File: src/rtl/i2s_writer.sv
// Philips I2S transmitter: pulls tagged 24-bit samples through a 4-phase
// request/ack handshake into a one-deep shadow and serialises them MSB first.
module i2s_writer #(
  parameter int DATA_WIDTH = 24,
  parameter int SLOT_WIDTH = 32
) (
  input  logic                  i2s_clock,
  input  logic                  rst,
  input  logic                  enable,
  output logic                  audio_data_request,
  input  logic                  audio_data_ack,
  input  logic [DATA_WIDTH-1:0] audio_data,
  input  logic                  audio_lr_bit,
  output logic                  i2s_bclk,
  output logic                  i2s_lrclk,
  output logic                  i2s_sdata,
  output logic                  underrun,
  output logic [15:0]           underrun_count
);
  localparam int POS_W = $clog2(2*SLOT_WIDTH);

  logic                  phase;
  logic [POS_W-1:0]      bit_pos, pos_nxt, p_nxt;
  logic                  fall, nxt_ch, slot_load, load_ok, capture;
  logic                  sh_full, sh_lr;
  logic [DATA_WIDTH-1:0] sh_data, shift_reg;

  // phase=1 this cycle means bclk falls at the coming edge
  assign fall      = phase;
  assign pos_nxt   = (bit_pos == POS_W'(2*SLOT_WIDTH-1)) ? '0 : bit_pos + 1'b1;
  assign nxt_ch    = pos_nxt >= POS_W'(SLOT_WIDTH);
  assign p_nxt     = nxt_ch ? pos_nxt - POS_W'(SLOT_WIDTH) : pos_nxt;
  assign slot_load = fall && (p_nxt == '0);
  assign load_ok   = sh_full && (sh_lr == nxt_ch);
  assign capture   = audio_data_request && audio_data_ack;
  assign i2s_bclk  = phase;
  assign i2s_lrclk = bit_pos >= POS_W'(SLOT_WIDTH);

  always_ff @(posedge i2s_clock or posedge rst) begin
    if (rst) begin
      phase              <= 1'b0;
      bit_pos            <= '0;
      audio_data_request <= 1'b0;
      sh_full            <= 1'b0;
      sh_lr              <= 1'b0;
      sh_data            <= '0;
      shift_reg          <= '0;
      i2s_sdata          <= 1'b0;
      underrun           <= 1'b0;
      underrun_count     <= '0;
    end else if (!enable) begin
      phase              <= 1'b0;
      bit_pos            <= '0;
      audio_data_request <= 1'b0;
      sh_full            <= 1'b0;
      sh_lr              <= 1'b0;
      sh_data            <= '0;
      shift_reg          <= '0;
      i2s_sdata          <= 1'b0;
      underrun           <= 1'b0;
    end else begin
      phase              <= ~phase;
      // ack must return low before the next request goes out
      audio_data_request <= ~sh_full & ~audio_data_ack;
      underrun           <= 1'b0;
      if (capture) begin
        sh_full <= 1'b1;
        sh_data <= audio_data;
        sh_lr   <= audio_lr_bit;
      end
      if (fall) begin
        bit_pos <= pos_nxt;
        if (slot_load) begin
          i2s_sdata <= 1'b0;
          if (load_ok) begin
            shift_reg <= sh_data;
            sh_full   <= 1'b0;
          end else begin
            // wrong-channel shadow is kept so it lands in its own slot next
            shift_reg <= '0;
            underrun  <= 1'b1;
            if (underrun_count != 16'hFFFF)
              underrun_count <= underrun_count + 1'b1;
          end
        end else if (p_nxt <= POS_W'(DATA_WIDTH)) begin
          i2s_sdata <= shift_reg[DATA_WIDTH-1];
          shift_reg <= {shift_reg[DATA_WIDTH-2:0], 1'b0};
        end else begin
          i2s_sdata <= 1'b0;
        end
      end
    end
  end
endmodule

File: config.mk
export PLATFORM = sky130hd
export DESIGN_NAME = i2s_writer
export DESIGN_NICKNAME = d
export VERILOG_FILES = /design/src/rtl/i2s_writer.sv
export SDC_FILE = /design/constraint.sdc
export NUM_CORES = 1
export LEC_CHECK = 0
export CAP_MARGIN = 20
export CORE_UTILIZATION = 25
export CTS_BUF_LIST = sky130_fd_sc_hd__clkbuf_8 sky130_fd_sc_hd__clkbuf_16
export DETAILED_ROUTE_END_ITERATION = 12
export PLACE_DENSITY_LB_ADDON = 0.15
export SETUP_SLACK_MARGIN = 0.3
export SLEW_MARGIN = 25
export SYNTH_ARGS = -nofsm -noshare
export SYNTH_HDL_FRONTEND = slang
export SYNTH_SLANG_ARGS = --single-unit
File: constraint.sdc
create_clock -name i2s_clock -period 3 [get_ports i2s_clock]
set_clock_uncertainty 0.05 [all_clocks]
set_input_delay 0.3 -clock i2s_clock [delete_from_list [all_inputs] [get_ports i2s_clock]]
set_output_delay 0.3 -clock i2s_clock [all_outputs]
set_load 0.1 [all_outputs]
==> results.md <==
- Status: complete, no violations
- Global-route wire length before repair: between 10000 and 15000 um
- Core Region: ~14000 um^2
- R2r endpoint: shift_reg[15]
- Number of fillers in the final layout: roughly 1.5k
- Congestion Overflow GR: 0
- HP Class: primary input to asynchronous set/reset pin
- Iter 0 DRT Violations: ~130
- Crit-path max FO: 15
- Yosys top cell area share: 0.524
- CTS tree: done
- Final WL: about 8600 um
- Worst setup path class: flop to flop
- Hold buffers post-CTS: 0
- Die Area: around 15000 um^2
- Seq/Total Area, Yosys: 0.524
- EDFF count, synth: 0
- R2R Setup Slk: 0.47 ns
- Worst VDD drop: 0.212 mV
- Crit path required time: 3.16 ns
- Final Hold Viols: 0
- Vias in the first global route: about 2.9k
- Core Rows: between 40 and 50
- Antenna violations before repair: 0
- Setup-failing EPs final: 0
- Area added between synthesis and finish: 25.3%
- Initial Util: 0.259
- Global Route Usage Sum: 0.124
- TritonCTS sink count: 76
- Main area contributors after synthesis: dfrtp_1 52%, nand2_1 6.9%, a221o_1 6.6%
- Area leader, netlist: dfrtp_1
- Routed wire per std cell: 14.1 um
- Synth Instances: ~380
- Buffers inserted by post-CTS timing repair: 0
- Mapped Area: 3630 um^2
- Commonest non-fill, non-tap cell in the layout: dfrtp_1
- Crit. Startpoint: bit_pos[0]
- Syn. warnings: 0
- Crit path capture type: flop
- # port buffers: 49
- WHS: 0.329 ns
- H-tree levels: 3
- Synth Area per Inst: 9.57 um^2
- CP endpoint: shift_reg[15]
- Crit start category: flop
- Power per cell area: 506 nW/um^2
- Min Tclk post-route: between 2 and 3 ns
- Leakage: between 1.5 and 2 nW
- Final nets: around 450
- Cell variety after synth: between 40 and 50
- Final Wtd Congestion: between 0.7 and 0.8
- Post-Syn Nets: just over 400
- Arr. time, crit path: roughly 2.7 ns
- Worst Tran Pin Value: ~0.87 ns
- Via count: between 2k and 3k
- Setup TNS: 0 ns
- Tcrit/Tclk final: 0.845
- Post-route DRC: 0
- CTS resizes: 0
- Chip Width: ~120 um
- Worst-case reg-to-reg path depth: 7
- Fmax: just under 0.4 GHz
- Post-DRT Antenna Nets: 0
- Commonest cells after routing, fill and taps aside: 76 x dfrtp_1, 67 x nand2_1, 30 x inv_1
- Clock Pin Slew Worst Setup and Hold Paths: about 0.060 ns
- Largest net degree at the start of global routing: between 70 and 80
- Fraction of registers with async set/reset: 1.00
- DR vias/cell: around 4.7
- DP HPWL: around 5400 um
- CTS Root Cell: clkbuf_16
- Clk buf depth: 2
- Relative slew margins: 0.419
- TritonRoute pass-1 iters: 4
- Layout cells sized above 1: 0.118
- Top Ports: 50
- Post-synth top flop: dfrtp_1
- Die Y: 122 um
- ANT cells: 0
- Crit Reg-Reg Startpoint: bit_pos[0]
- Clk Latency, worst-skew pair: around 0.33 ns
- Cts bufs inserted: 9
- Slew Viols, Final: 0
- Flops & latches, synth: 76
- # Max-Cap Violations: 0
- RSZ-0062 raised after global routing: false
[report_power, final]
group	leakage (nW)	total (W)	switching [W]	internal, W
Combinational	0.734	0.000182	0.000117	0.0000655
Clock	0.152	0.00106	0.000405	0.000652
Sequential	1.05	0.00106	0.0000145	0.00104
Total	1.94	0.00230	0.000537	0.00176
[synthesized netlist by cell type, types with 2 or more instances]
library cell	count
a221o_1	24
buf_4	2
dfrtp_1	76
nor4_1	3
a21oi_1	28
clkbuf_1	14
and2_1	2
o21ai_0	2
buf_2	11
inv_1	28
nand2_1	67
and3_1	11
nor2_1	16
nand3_1	10
xnor2_1	14
ha_1	4
nand4_1	8
nor4b_1	4
xor2_1	5
nor3_1	27
[final cells by class]
type,instances,area (um^2),share of cell area
Inverter,29,109,0.0240
Tap cell,180,225,0.0496
Clock inverter,5,46.3,0.0102
Sequential cell,76,1900,0.419
Clock buffer,10,239,0.0526
Multi-Input combinational cell,247,1500,0.331
Timing Repair Buffer,58,518,0.114
[per-layer routing]
| layer | global-route usage | vias to the layer above | wire, um |
|---|---|---|---|
| met5 | 0 | - | 0 |
| met4 | 0.0526 | 0 | 114 |
| met3 | 0.0228 | 11 | 276 |
| met2 | 0.193 | 53 | 3830 |
| met1 | 0.169 | 1380 | 4340 |
| li1 | - | 1412 | - |
[stage by stage]
| step | instances | area (um^2) | power, W | worst slack [ns] | utilization |
|---|---|---|---|---|---|
| final | 605 | 4540 | 0.00230 | 0.466 | 0.325 |
| after global routing | 605 | 4540 | 0.00239 | 0.318 | 0.325 |
| after CTS | 605 | 4530 | 0.00234 | 0.305 | 0.324 |
| after detailed placement | 590 | 4250 | 0.00126 | 0.304 | 0.304 |
| after global placement | 590 | 4250 | 0.00126 | 0.362 | 0.304 |
| after floorplan | 379 | 3630 | 0.00118 | 0.489 | - |
[logic make-up (layout without fill, tap and decap cells)]
family,Yosys count,count (layout),synth area share
multiplexers,2,2,0.00587
AND/OR/NAND/NOR,155,155,0.207
XOR/XNOR,19,19,0.0459
buffers and inverters,56,102,0.0638
flip-flops,76,76,0.524
adder cells (fa/ha/maj),4,4,0.0138
AO/OA/AOI/OAI,67,67,0.139
[critical path: stages (launching register included)]
cell and delay, ns:
dfrtp_1 0.46, ha_1 0.31, and3_1 0.23, and3_1 0.26, o211ai_4 0.49, buf_4 0.29, nor3_1 0.06, a221o_1 0.26
[worst min path at each step]
stage | from | end
2_1_floorplan | audio_data_ack | audio_data_request
3_3_place_gp | sh_data[0] | shift_reg[0]
3_5_place_dp | sh_data[0] | shift_reg[0]
4_1_cts | rst | underrun_count[3]
5_1_grt | rst | sh_data[4]
6_report | rst | sh_data[5]
Power figures use the tool's default switching activity.
